**config.mk**
```make
export PLATFORM = sky130hd
export DESIGN_NAME = mem_port_arbiter_flat
export DESIGN_NICKNAME = d
export VERILOG_FILES = /design/src/rtl/mem_port_arbiter_if.sv /design/src/rtl/mem_port_arbiter.sv /design/src/flat_wrapper.sv
export SDC_FILE = /design/constraint.sdc
export NUM_CORES = 1
export LEC_CHECK = 0
export CAP_MARGIN = 20
export CELL_PAD_IN_SITES_DETAIL_PLACEMENT = 0
export CELL_PAD_IN_SITES_GLOBAL_PLACEMENT = 1
export CORE_MARGIN = 5
export CORE_UTILIZATION = 26
export CTS_CLUSTER_DIAMETER = 100
export DETAILED_ROUTE_END_ITERATION = 10
export HOLD_SLACK_MARGIN = 0.02
export PLACE_DENSITY_LB_ADDON = 0.1
export SLEW_MARGIN = 15
export SYNTH_ARGS = -nofsm -noshare
export SYNTH_HDL_FRONTEND = slang
export SYNTH_SLANG_ARGS = --single-unit
```
**constraint.sdc**
```tcl
create_clock -name clk -period 1.75 [get_ports clk]
set_clock_uncertainty 0.15 [all_clocks]
set_input_delay 0.35 -clock clk [delete_from_list [all_inputs] [get_ports clk]]
set_output_delay 0.35 -clock clk [all_outputs]
set_load 0.03 [all_outputs]
```
**src/rtl/mem_port_arbiter_if.sv**
```systemverilog
// Bus bundle between the fetch unit, the load/store unit, the memory port and the arbiter.
// The arbiter connects through the slave modport; the environment uses the master modport.
interface mem_port_arbiter_if;
    logic        if_req;
    logic [31:0] if_addr;
    logic        if_gnt;
    logic        if_valid;
    logic [31:0] if_rdata;

    logic        ls_req;
    logic        ls_we;
    logic [31:0] ls_addr;
    logic [31:0] ls_wdata;
    logic [3:0]  ls_mask;
    logic        ls_gnt;
    logic        ls_valid;
    logic [31:0] ls_rdata;

    logic        mem_request;
    logic        mem_we_re;
    logic [31:0] mem_addr;
    logic [31:0] mem_wdata;
    logic [3:0]  mem_mask;
    logic        mem_valid;
    logic [31:0] mem_rdata;

    logic        timeout_err;

    modport slave (
        input  if_req, if_addr, ls_req, ls_we, ls_addr, ls_wdata, ls_mask, mem_valid, mem_rdata,
        output if_gnt, if_valid, if_rdata, ls_gnt, ls_valid, ls_rdata,
        output mem_request, mem_we_re, mem_addr, mem_wdata, mem_mask, timeout_err
    );

    modport master (
        output if_req, if_addr, ls_req, ls_we, ls_addr, ls_wdata, ls_mask, mem_valid, mem_rdata,
        input  if_gnt, if_valid, if_rdata, ls_gnt, ls_valid, ls_rdata,
        input  mem_request, mem_we_re, mem_addr, mem_wdata, mem_mask, timeout_err
    );
endinterface

```
**src/rtl/mem_port_arbiter.sv**
```systemverilog
// Shares one memory port between instruction fetch and the LSU, one transaction at a time,
// with LS priority bounded by a fetch starvation limit and a watchdog on stalled accesses.
module mem_port_arbiter #(
    parameter int unsigned STARVE_MAX = 4,
    parameter int unsigned TIMEOUT    = 255
) (
    input logic               clk,
    input logic               rst,
    mem_port_arbiter_if.slave bus
);
    typedef enum logic [1:0] {StIdle, StBusyIf, StBusyLs} state_e;

    localparam logic [3:0] StarveMax = 4'(STARVE_MAX);
    localparam logic [7:0] WdLast    = 8'(TIMEOUT - 1);

    state_e      state_q, state_d;
    logic [3:0]  starve_cnt_q, starve_cnt_d;
    logic [7:0]  wd_cnt_q, wd_cnt_d;
    logic        mem_request_q, mem_request_d;
    logic        mem_we_re_q, mem_we_re_d;
    logic [31:0] mem_addr_q, mem_addr_d;
    logic [31:0] mem_wdata_q, mem_wdata_d;
    logic [3:0]  mem_mask_q, mem_mask_d;
    logic        if_valid_q, if_valid_d;
    logic [31:0] if_rdata_q, if_rdata_d;
    logic        ls_valid_q, ls_valid_d;
    logic [31:0] ls_rdata_q, ls_rdata_d;
    logic        timeout_err_q, timeout_err_d;
    logic        if_gnt, ls_gnt, pick_if, done;

    always_comb begin
        state_d       = state_q;
        starve_cnt_d  = starve_cnt_q;
        wd_cnt_d      = wd_cnt_q;
        mem_request_d = mem_request_q;
        mem_we_re_d   = mem_we_re_q;
        mem_addr_d    = mem_addr_q;
        mem_wdata_d   = mem_wdata_q;
        mem_mask_d    = mem_mask_q;
        if_rdata_d    = if_rdata_q;
        ls_rdata_d    = ls_rdata_q;
        timeout_err_d = timeout_err_q;
        if_valid_d    = 1'b0;
        ls_valid_d    = 1'b0;
        if_gnt        = 1'b0;
        ls_gnt        = 1'b0;
        pick_if       = bus.if_req && (!bus.ls_req || (starve_cnt_q == StarveMax));
        // Abort fires on the last busy cycle so mem_request falls exactly TIMEOUT cycles in.
        done          = bus.mem_valid || (wd_cnt_q == WdLast);

        unique case (state_q)
            StIdle: begin
                if (bus.if_req || bus.ls_req) begin
                    mem_request_d = 1'b1;
                    wd_cnt_d      = '0;
                    if (pick_if) begin
                        if_gnt       = 1'b1;
                        state_d      = StBusyIf;
                        mem_we_re_d  = 1'b0;
                        mem_addr_d   = bus.if_addr;
                        mem_wdata_d  = '0;
                        mem_mask_d   = 4'hF;
                        starve_cnt_d = '0;
                    end else begin
                        ls_gnt      = 1'b1;
                        state_d     = StBusyLs;
                        mem_we_re_d = bus.ls_we;
                        mem_addr_d  = bus.ls_addr;
                        mem_wdata_d = bus.ls_wdata;
                        mem_mask_d  = bus.ls_mask;
                        if (bus.if_req && (starve_cnt_q < StarveMax)) begin
                            starve_cnt_d = starve_cnt_q + 4'd1;
                        end
                    end
                end
            end
            StBusyIf, StBusyLs: begin
                if (done) begin
                    state_d       = StIdle;
                    mem_request_d = 1'b0;
                    if (!bus.mem_valid) begin
                        timeout_err_d = 1'b1;
                    end
                    if (state_q == StBusyIf) begin
                        if_valid_d = 1'b1;
                        if_rdata_d = bus.mem_valid ? bus.mem_rdata : '0;
                    end else begin
                        ls_valid_d = 1'b1;
                        ls_rdata_d = bus.mem_valid ? bus.mem_rdata : '0;
                    end
                end else begin
                    wd_cnt_d = wd_cnt_q + 8'd1;
                end
            end
            default: state_d = StIdle;
        endcase
    end

    always_ff @(posedge clk) begin
        if (rst) begin
            state_q       <= StIdle;
            starve_cnt_q  <= '0;
            wd_cnt_q      <= '0;
            mem_request_q <= 1'b0;
            mem_we_re_q   <= 1'b0;
            mem_addr_q    <= '0;
            mem_wdata_q   <= '0;
            mem_mask_q    <= '0;
            if_valid_q    <= 1'b0;
            if_rdata_q    <= '0;
            ls_valid_q    <= 1'b0;
            ls_rdata_q    <= '0;
            timeout_err_q <= 1'b0;
        end else begin
            state_q       <= state_d;
            starve_cnt_q  <= starve_cnt_d;
            wd_cnt_q      <= wd_cnt_d;
            mem_request_q <= mem_request_d;
            mem_we_re_q   <= mem_we_re_d;
            mem_addr_q    <= mem_addr_d;
            mem_wdata_q   <= mem_wdata_d;
            mem_mask_q    <= mem_mask_d;
            if_valid_q    <= if_valid_d;
            if_rdata_q    <= if_rdata_d;
            ls_valid_q    <= ls_valid_d;
            ls_rdata_q    <= ls_rdata_d;
            timeout_err_q <= timeout_err_d;
        end
    end

    // Grants are combinational, so they are masked while reset is held.
    assign bus.if_gnt      = if_gnt & ~rst;
    assign bus.ls_gnt      = ls_gnt & ~rst;
    assign bus.if_valid    = if_valid_q;
    assign bus.if_rdata    = if_rdata_q;
    assign bus.ls_valid    = ls_valid_q;
    assign bus.ls_rdata    = ls_rdata_q;
    assign bus.mem_request = mem_request_q;
    assign bus.mem_we_re   = mem_we_re_q;
    assign bus.mem_addr    = mem_addr_q;
    assign bus.mem_wdata   = mem_wdata_q;
    assign bus.mem_mask    = mem_mask_q;
    assign bus.timeout_err = timeout_err_q;
endmodule

```
**src/flat_wrapper.sv**
```systemverilog
// flat-port wrapper written by rule: the top's interface ports become plain ports
module mem_port_arbiter_flat 
#(
    parameter int unsigned STARVE_MAX = 4,
    parameter int unsigned TIMEOUT    = 255
)
  (clk, rst, bus_if_req, bus_if_addr, bus_ls_req, bus_ls_we, bus_ls_addr, bus_ls_wdata, bus_ls_mask, bus_mem_valid, bus_mem_rdata, bus_if_gnt, bus_if_valid, bus_if_rdata, bus_ls_gnt, bus_ls_valid, bus_ls_rdata, bus_mem_request, bus_mem_we_re, bus_mem_addr, bus_mem_wdata, bus_mem_mask, bus_timeout_err);
  mem_port_arbiter_if bus_i ();
  input logic clk;
  input logic rst;
  input wire logic [$bits(bus_i.if_req)-1:0] bus_if_req;
  input wire logic [$bits(bus_i.if_addr)-1:0] bus_if_addr;
  input wire logic [$bits(bus_i.ls_req)-1:0] bus_ls_req;
  input wire logic [$bits(bus_i.ls_we)-1:0] bus_ls_we;
  input wire logic [$bits(bus_i.ls_addr)-1:0] bus_ls_addr;
  input wire logic [$bits(bus_i.ls_wdata)-1:0] bus_ls_wdata;
  input wire logic [$bits(bus_i.ls_mask)-1:0] bus_ls_mask;
  input wire logic [$bits(bus_i.mem_valid)-1:0] bus_mem_valid;
  input wire logic [$bits(bus_i.mem_rdata)-1:0] bus_mem_rdata;
  output wire logic [$bits(bus_i.if_gnt)-1:0] bus_if_gnt;
  output wire logic [$bits(bus_i.if_valid)-1:0] bus_if_valid;
  output wire logic [$bits(bus_i.if_rdata)-1:0] bus_if_rdata;
  output wire logic [$bits(bus_i.ls_gnt)-1:0] bus_ls_gnt;
  output wire logic [$bits(bus_i.ls_valid)-1:0] bus_ls_valid;
  output wire logic [$bits(bus_i.ls_rdata)-1:0] bus_ls_rdata;
  output wire logic [$bits(bus_i.mem_request)-1:0] bus_mem_request;
  output wire logic [$bits(bus_i.mem_we_re)-1:0] bus_mem_we_re;
  output wire logic [$bits(bus_i.mem_addr)-1:0] bus_mem_addr;
  output wire logic [$bits(bus_i.mem_wdata)-1:0] bus_mem_wdata;
  output wire logic [$bits(bus_i.mem_mask)-1:0] bus_mem_mask;
  output wire logic [$bits(bus_i.timeout_err)-1:0] bus_timeout_err;
  assign bus_i.if_req = bus_if_req;
  assign bus_i.if_addr = bus_if_addr;
  assign bus_i.ls_req = bus_ls_req;
  assign bus_i.ls_we = bus_ls_we;
  assign bus_i.ls_addr = bus_ls_addr;
  assign bus_i.ls_wdata = bus_ls_wdata;
  assign bus_i.ls_mask = bus_ls_mask;
  assign bus_i.mem_valid = bus_mem_valid;
  assign bus_i.mem_rdata = bus_mem_rdata;
  assign bus_if_gnt = bus_i.if_gnt;
  assign bus_if_valid = bus_i.if_valid;
  assign bus_if_rdata = bus_i.if_rdata;
  assign bus_ls_gnt = bus_i.ls_gnt;
  assign bus_ls_valid = bus_i.ls_valid;
  assign bus_ls_rdata = bus_i.ls_rdata;
  assign bus_mem_request = bus_i.mem_request;
  assign bus_mem_we_re = bus_i.mem_we_re;
  assign bus_mem_addr = bus_i.mem_addr;
  assign bus_mem_wdata = bus_i.mem_wdata;
  assign bus_mem_mask = bus_i.mem_mask;
  assign bus_timeout_err = bus_i.timeout_err;
  mem_port_arbiter #(.STARVE_MAX(STARVE_MAX), .TIMEOUT(TIMEOUT)) u_core (.clk(clk), .rst(rst), .bus(bus_i));
endmodule
```
# [After elaboration in Yosys (flattened, before gate mapping)]
# Cells that the tools add are included.
# Widths: inputs -> output; s select.
[totals] out_inout_bits=139 input_bits=138 ff_bits=151
[op_classes] order_cmp=1 bitwise=7 reduce_logical=19 eq_ne=7 add_sub_neg=2 muxes=25
[op_table] op="$mux 32" n=3
[op_table] op="$reduce_and 3->1" n=6
[op_table] op="$mux 8" n=2
[op_table] op="$pmux 8 s2" n=1
[op_table] op="$mux 4" n=3
[op_table] op="$mux 1" n=11
[op_table] op="$add 8x1->8 const B" n=1
[op_table] op="$eq 8x8->1 const B" n=1
[op_table] op="$mux 2" n=3
[op_table] op="$not 1->1" n=5
[op_table] op="$add 4x1->4 const B" n=1
[op_table] op="$eq 4x3->1 const B" n=1
[op_table] op="$lt 4x3->1 const B" n=1
[op_table] op="$ne 2x1->1 const B" n=2
[op_table] op="$pmux 2 s2" n=1
[op_table] op="$reduce_and 2->1" n=2
[op_table] op="$reduce_bool 2->1" n=2
[op_table] op="$logic_or 1x1->1" n=3
[op_table] op="$reduce_or 3->1" n=1
[op_table] op="$and 1x1->1" n=2
[op_table] op="$eq 2x1->1 const B" n=1
[op_table] op="$eq 2x2->1 const B" n=1
[op_table] op="$logic_and 1x1->1" n=2
[op_table] op="$logic_not 2->1" n=1
[op_table] op="other kinds (4)" n=4

# [Logic depth before layout (Yosys ltp)]
[logic_depth] ltp_word=7 mapped_depth=8

# [Least setup slack after synthesis]
# Ideal clock, no wire load.
[synth_path] path_kind="register to output" startpoint="reg u_core.state_q[0]" endpoint="out bus_ls_gnt" path_stages_with_launch=6 t_arrival_ps=1405 n_path_buf=1 setup_slack_ps=-155 required_ps=1250 cell_sequence="dfxtp_1 inv_1 ha_1 o21ai_1 nor3_2 buf_2"
[synth_between] elab_chain_len=3
[synth_rtl] element="start: declaration" line_no="mem_port_arbiter.sv:16" source="state_e state_q, state_d;"
[synth_rtl] element="start signal: assignment" line_no="mem_port_arbiter.sv:101" source="state_q <= StIdle;"
[synth_rtl] element="start signal: assignment" line_no="mem_port_arbiter.sv:115" source="state_q <= state_d;"
[synth_rtl] element="$logic_not 2->1" line_no="mem_port_arbiter.sv:51" source="unique case (state_q)"
[synth_rtl] element="$mux 1" line_no="mem_port_arbiter.sv:51"
[synth_rtl] element="$and 1x1->1" line_no="mem_port_arbiter.sv:133" source="assign bus.ls_gnt = ls_gnt & ~rst;"
[synth_rtl] element="end: declaration" line_no="flat_wrapper.sv:23" source="output wire logic [$bits(bus_i.ls_gnt)-1:0] bus_ls_gnt;"
# No other way between the ends.

# [Final worst setup path]
[layout_path] startpoint="reg u_core.starve_cnt_q[0]" endpoint="out bus_ls_gnt"
[layout_between] elab_chain_len=7
[layout_rtl] element="start: declaration" line_no="mem_port_arbiter.sv:17" source="logic [3:0] starve_cnt_q, starve_cnt_d;"
[layout_rtl] element="start signal: assignment" line_no="mem_port_arbiter.sv:116" source="starve_cnt_q <= starve_cnt_d;"
[layout_rtl] element="$eq 4x3->1" line_no="mem_port_arbiter.sv:47" source="pick_if = bus.if_req && (!bus.ls_req || (starve_cnt_q == StarveMax));"
[layout_rtl] element="$logic_or 1x1->1" line_no="mem_port_arbiter.sv:47"
[layout_rtl] element="$logic_and 1x1->1" line_no="mem_port_arbiter.sv:47"
[layout_rtl] element="$mux 1" line_no="mem_port_arbiter.sv:56" source="if (pick_if) begin"
[layout_rtl] element="$mux 1" line_no="mem_port_arbiter.sv:53" source="if (bus.if_req || bus.ls_req) begin"
[layout_rtl] element="$mux 1" line_no="mem_port_arbiter.sv:51"
[layout_rtl] element="$and 1x1->1" line_no="mem_port_arbiter.sv:133"
# No other way between the ends.

==> impl_metrics.py <==
metrics = {
    "run_status": {
        "status": "complete, but fails checks",
        "violations": "negative setup slack",
    },
    "critical_path": {
        "timing.critical_path.arrival_ns": 1.63,
        "crit_family": "buffers and inverters",
        "cp_max_fo": 3,
        "critPathRequiredTime_ns": 1.25,
        "cp_cell_sequence": "inv_2 -> ha_4 -> nand3b_1 -> a21oi_4 -> nor3_4 -> buf_6 -> buf_6",
        "crit_path_max_incr_delay_ns": 0.32,
        "crit_type": "reg -> out",
        "end_kind": "output port",
        "slowest_stage": "dfxtp_2",
        "cp_num_buf_inv": 3,
        "crit_top_cell": "buf_6",
        "start_kind": "flop",
    },
    "sta": {
        "worst_slew_pin_slew_ns": 0.5557,
        "timing.fmax_mhz": 469.7,
        "tns_ns": -11.68,
        "hold_viol": 0,
        "finalSetupViolCount": 104,
        "worst_slack_ns": -0.3790,
        "rsz0062_at_grt": "yes",
        "fin_crit_ns": 2.129,
        "period_share": 1.217,
        "slew_headroom": 0.6295,
        "slew_violations": 0,
    },
    "run": {
        "maxCapViolCount": 0,
    },
    "clocking": {
        "clk_pin_slew_ns": 0.06,
        "cts_buffers": 17,
        "h-tree-depth": 4,
        "insertion_delay_ns": 0.41,
        "tritoncts": "done",
        "ctsHoldBuffers": 0,
        "cts.sinks": 151,
        "cts-root-buf": "clkbuf_16",
        "clockBufferDepth": 2,
    },
    "synthesis": {
        "ys_seq_area_frac": 0.5267,
        "syn_area_per_cell_sq_um": 9.095,
        "synth-seq-cells": 151,
        "syn_inst": 631,
        "synth_edf_count": 0,
        "syn_nets": 777,
        "ys_types": 39,
        "synth_area_sq_um": 5739,
        "synthArstFlopShare": 0,
        "synth-warning-count": 0,
        "ys.flop_type": "dfxtp_1",
    },
    "floorplan": {
        "die_x_um": 158.6,
        "die_area_sq_um": 25150,
        "die_h_um": 158.6,
        "ioPinCount": 277,
        "start_util": 0.2638,
        "core_area_sq_um": 21760,
        "row_count": 54,
    },
    "final_layout": {
        "final_common_cell": "dfxtp_1",
        "nNetsFinal": 1095,
        "final_layout_size_suffix_gt1_frac": 0.2060,
        "fin_util": 0.4806,
        "final_cell_area_sq_um": 10460,
        "syn2layout_area_growth_pct": 82.17,
        "final_cell_mix": "dfxtp_1, clkdlybuf4s50_1, dlygate4sd2_1, a21oi_1, nand2_1",
    },
    "detailed_routing": {
        "vias": 5913,
        "avgViaCountPerCell": 4.761,
        "wl_um": 22200,
        "post_drt_wl_per_cell_um": 17.87,
        "ant_nets": 0,
        "drtIter0Drc": 190,
        "firstDrtPassIters": 4,
        "remaining_drc_errors": 0,
    },
    "pwr": {
        "p_clk_frac": 0.339,
        "swShare": 0.3228,
        "worst_ir_drop_vdd_mv": 0.6550,
        "leakage_uw": 0.004390,
        "p_sw_uw": 3540,
        "seq_power_share": 0.362,
        "power-per-cell-area_nw_per_um2": 1049,
        "fin_total_pwr_uw": 10970,
        "power_frac_comb": 0.299,
        "p_int_uw": 7427,
    },
    "global_routing": {
        "grt_pass1_wl_um": 31750,
        "grt_pass1_vias": 5924,
        "grt_max_degree": 49,
        "overflow": 0,
        "antenna_found_initial": 0,
        "grt_use_total": 0.1604,
    },
    "place": {
        "place.gp.congestion": 0.7615,
        "portBuffers": 276,
        "place_area_sq_um": 9057,
        "dpl.hpwl_um": 14720,
    },
    "worst_hold_path": {
        "hp-class": "reg -> reg",
    },
}
==> worst paths after layout <==
check | end | slack (ns) | depth (start not counted) | start
worst min register to register | u_core.bus.if_rdata[6] | 0.31 | 2 | u_core.bus.if_rdata[6]
worst max-delay path | bus_ls_gnt | -0.38 | 7 | u_core.starve_cnt_q[0]
worst max register to register | u_core.bus.mem_addr[15] | -0.30 | 10 | u_core.starve_cnt_q[0]
worst min-delay path | u_core.bus.if_rdata[6] | 0.31 | 2 | u_core.bus.if_rdata[6]
==> power by group through the flow <==
stage | Sequential (uW) | Clock (uW) | Combinational [uW]
2_1_floorplan | 4650 | 0 | 897
3_3_place_gp | 4030 | 0 | 2970
3_5_place_dp | 4030 | 0 | 3000
4_1_cts | 3960 | 3840 | 2960
5_1_grt | 4010 | 3990 | 3500
6_report | 3970 | 3720 | 3280
==> cells by family after synthesis <==
group | after synthesis | share of synthesized area
compound gates | 257 | 0.2553
flops | 151 | 0.5267
simple gates | 115 | 0.09004
buf+inv | 66 | 0.05145
mux | 33 | 0.05755
fa+ha+maj | 8 | 0.01744
xor+xnor | 1 | 0.001526
==> sequential cells by signal, summed over array words and instances, names as in the netlist <==
signal / cells
u_core.bus.mem_addr: 32
u_core.bus.mem_we_re: 1
u_core.bus.ls_rdata: 32
u_core.state_q: 2
u_core.bus.if_rdata: 32
u_core.starve_cnt_q: 4
u_core.bus.if_valid: 1
u_core.bus.mem_mask: 4
u_core.bus.mem_wdata: 32
u_core.wd_cnt_q: 8
u_core.bus.timeout_err: 1
u_core.bus.mem_request: 1
u_core.bus.ls_valid: 1
==> layer usage <==
metal  track usage  wire, um
met3       0.06306      2082
met1        0.1930      8952
met2        0.2653     10840
met4       0.04752       316
met5             0         0
==> area by class of cell <==
class	instances	area, sq um
antenna	1	2.502
clock buffer	19	452.9
timing repair buffer	350	3570
inverter	14	55.05
multi-input combinational	415	2855
fill	2092	11300
clock inverter	12	140.1
tap	280	350.3
sequential	151	3029
==> worst min-delay path, cell delays in order, from the launching register on <==
cell and delay (ns):
dfxtp_1 0.31, o21ai_2 0.05, a21oi_1 0.05
==> cell usage after synthesis, types with 2 or more instances <==
| cell type | count | area, sq um |
|---|---|---|
| dfxtp_1 | 151 | 3023 |
| a21oi_1 | 105 | 525.5 |
| o21ai_0 | 105 | 525.5 |
| nand2_1 | 73 | 274.0 |
| clkbuf_1 | 36 | 135.1 |
| a22o_1 | 33 | 289.0 |
| mux2i_1 | 33 | 330.3 |
| inv_1 | 14 | 52.55 |
| buf_2 | 11 | 55.05 |
| ha_1 | 8 | 100.1 |
| nor2_1 | 8 | 30.03 |
| nand3_1 | 6 | 30.03 |
| nor3_1 | 5 | 25.02 |
| and3_1 | 4 | 25.02 |
| buf_6 | 4 | 45.04 |
| or3_1 | 4 | 25.02 |
| and2_1 | 3 | 18.77 |
| o21a_1 | 3 | 22.52 |
| or4_1 | 3 | 22.52 |
| nand4_1 | 2 | 12.51 |
| o31ai_1 | 2 | 15.01 |
==> metrics by stage <==
| step | hold WS, ns | setup slack (ns) | instances |
|---|---|---|---|
| detailed placement | 0.3069 | -0.4699 | 1178 |
| CTS | 0.3218 | -0.4333 | 1224 |
| global route | 0.3246 | -0.4693 | 1241 |
| global placement | 0.3086 | -0.4354 | 1178 |
| floorplan | 0.2992 | -0.02548 | 631 |
| finish | 0.3104 | -0.3790 | 1242 |
==> timing repair <==
action,4_1_cts,5_1_grt
setup buffers,10,9
setup endpoints to repair,275,136
pin swaps,38,64
gates resized for setup,196,125
cloned,6,9
(Power assumes the default switching activity.)
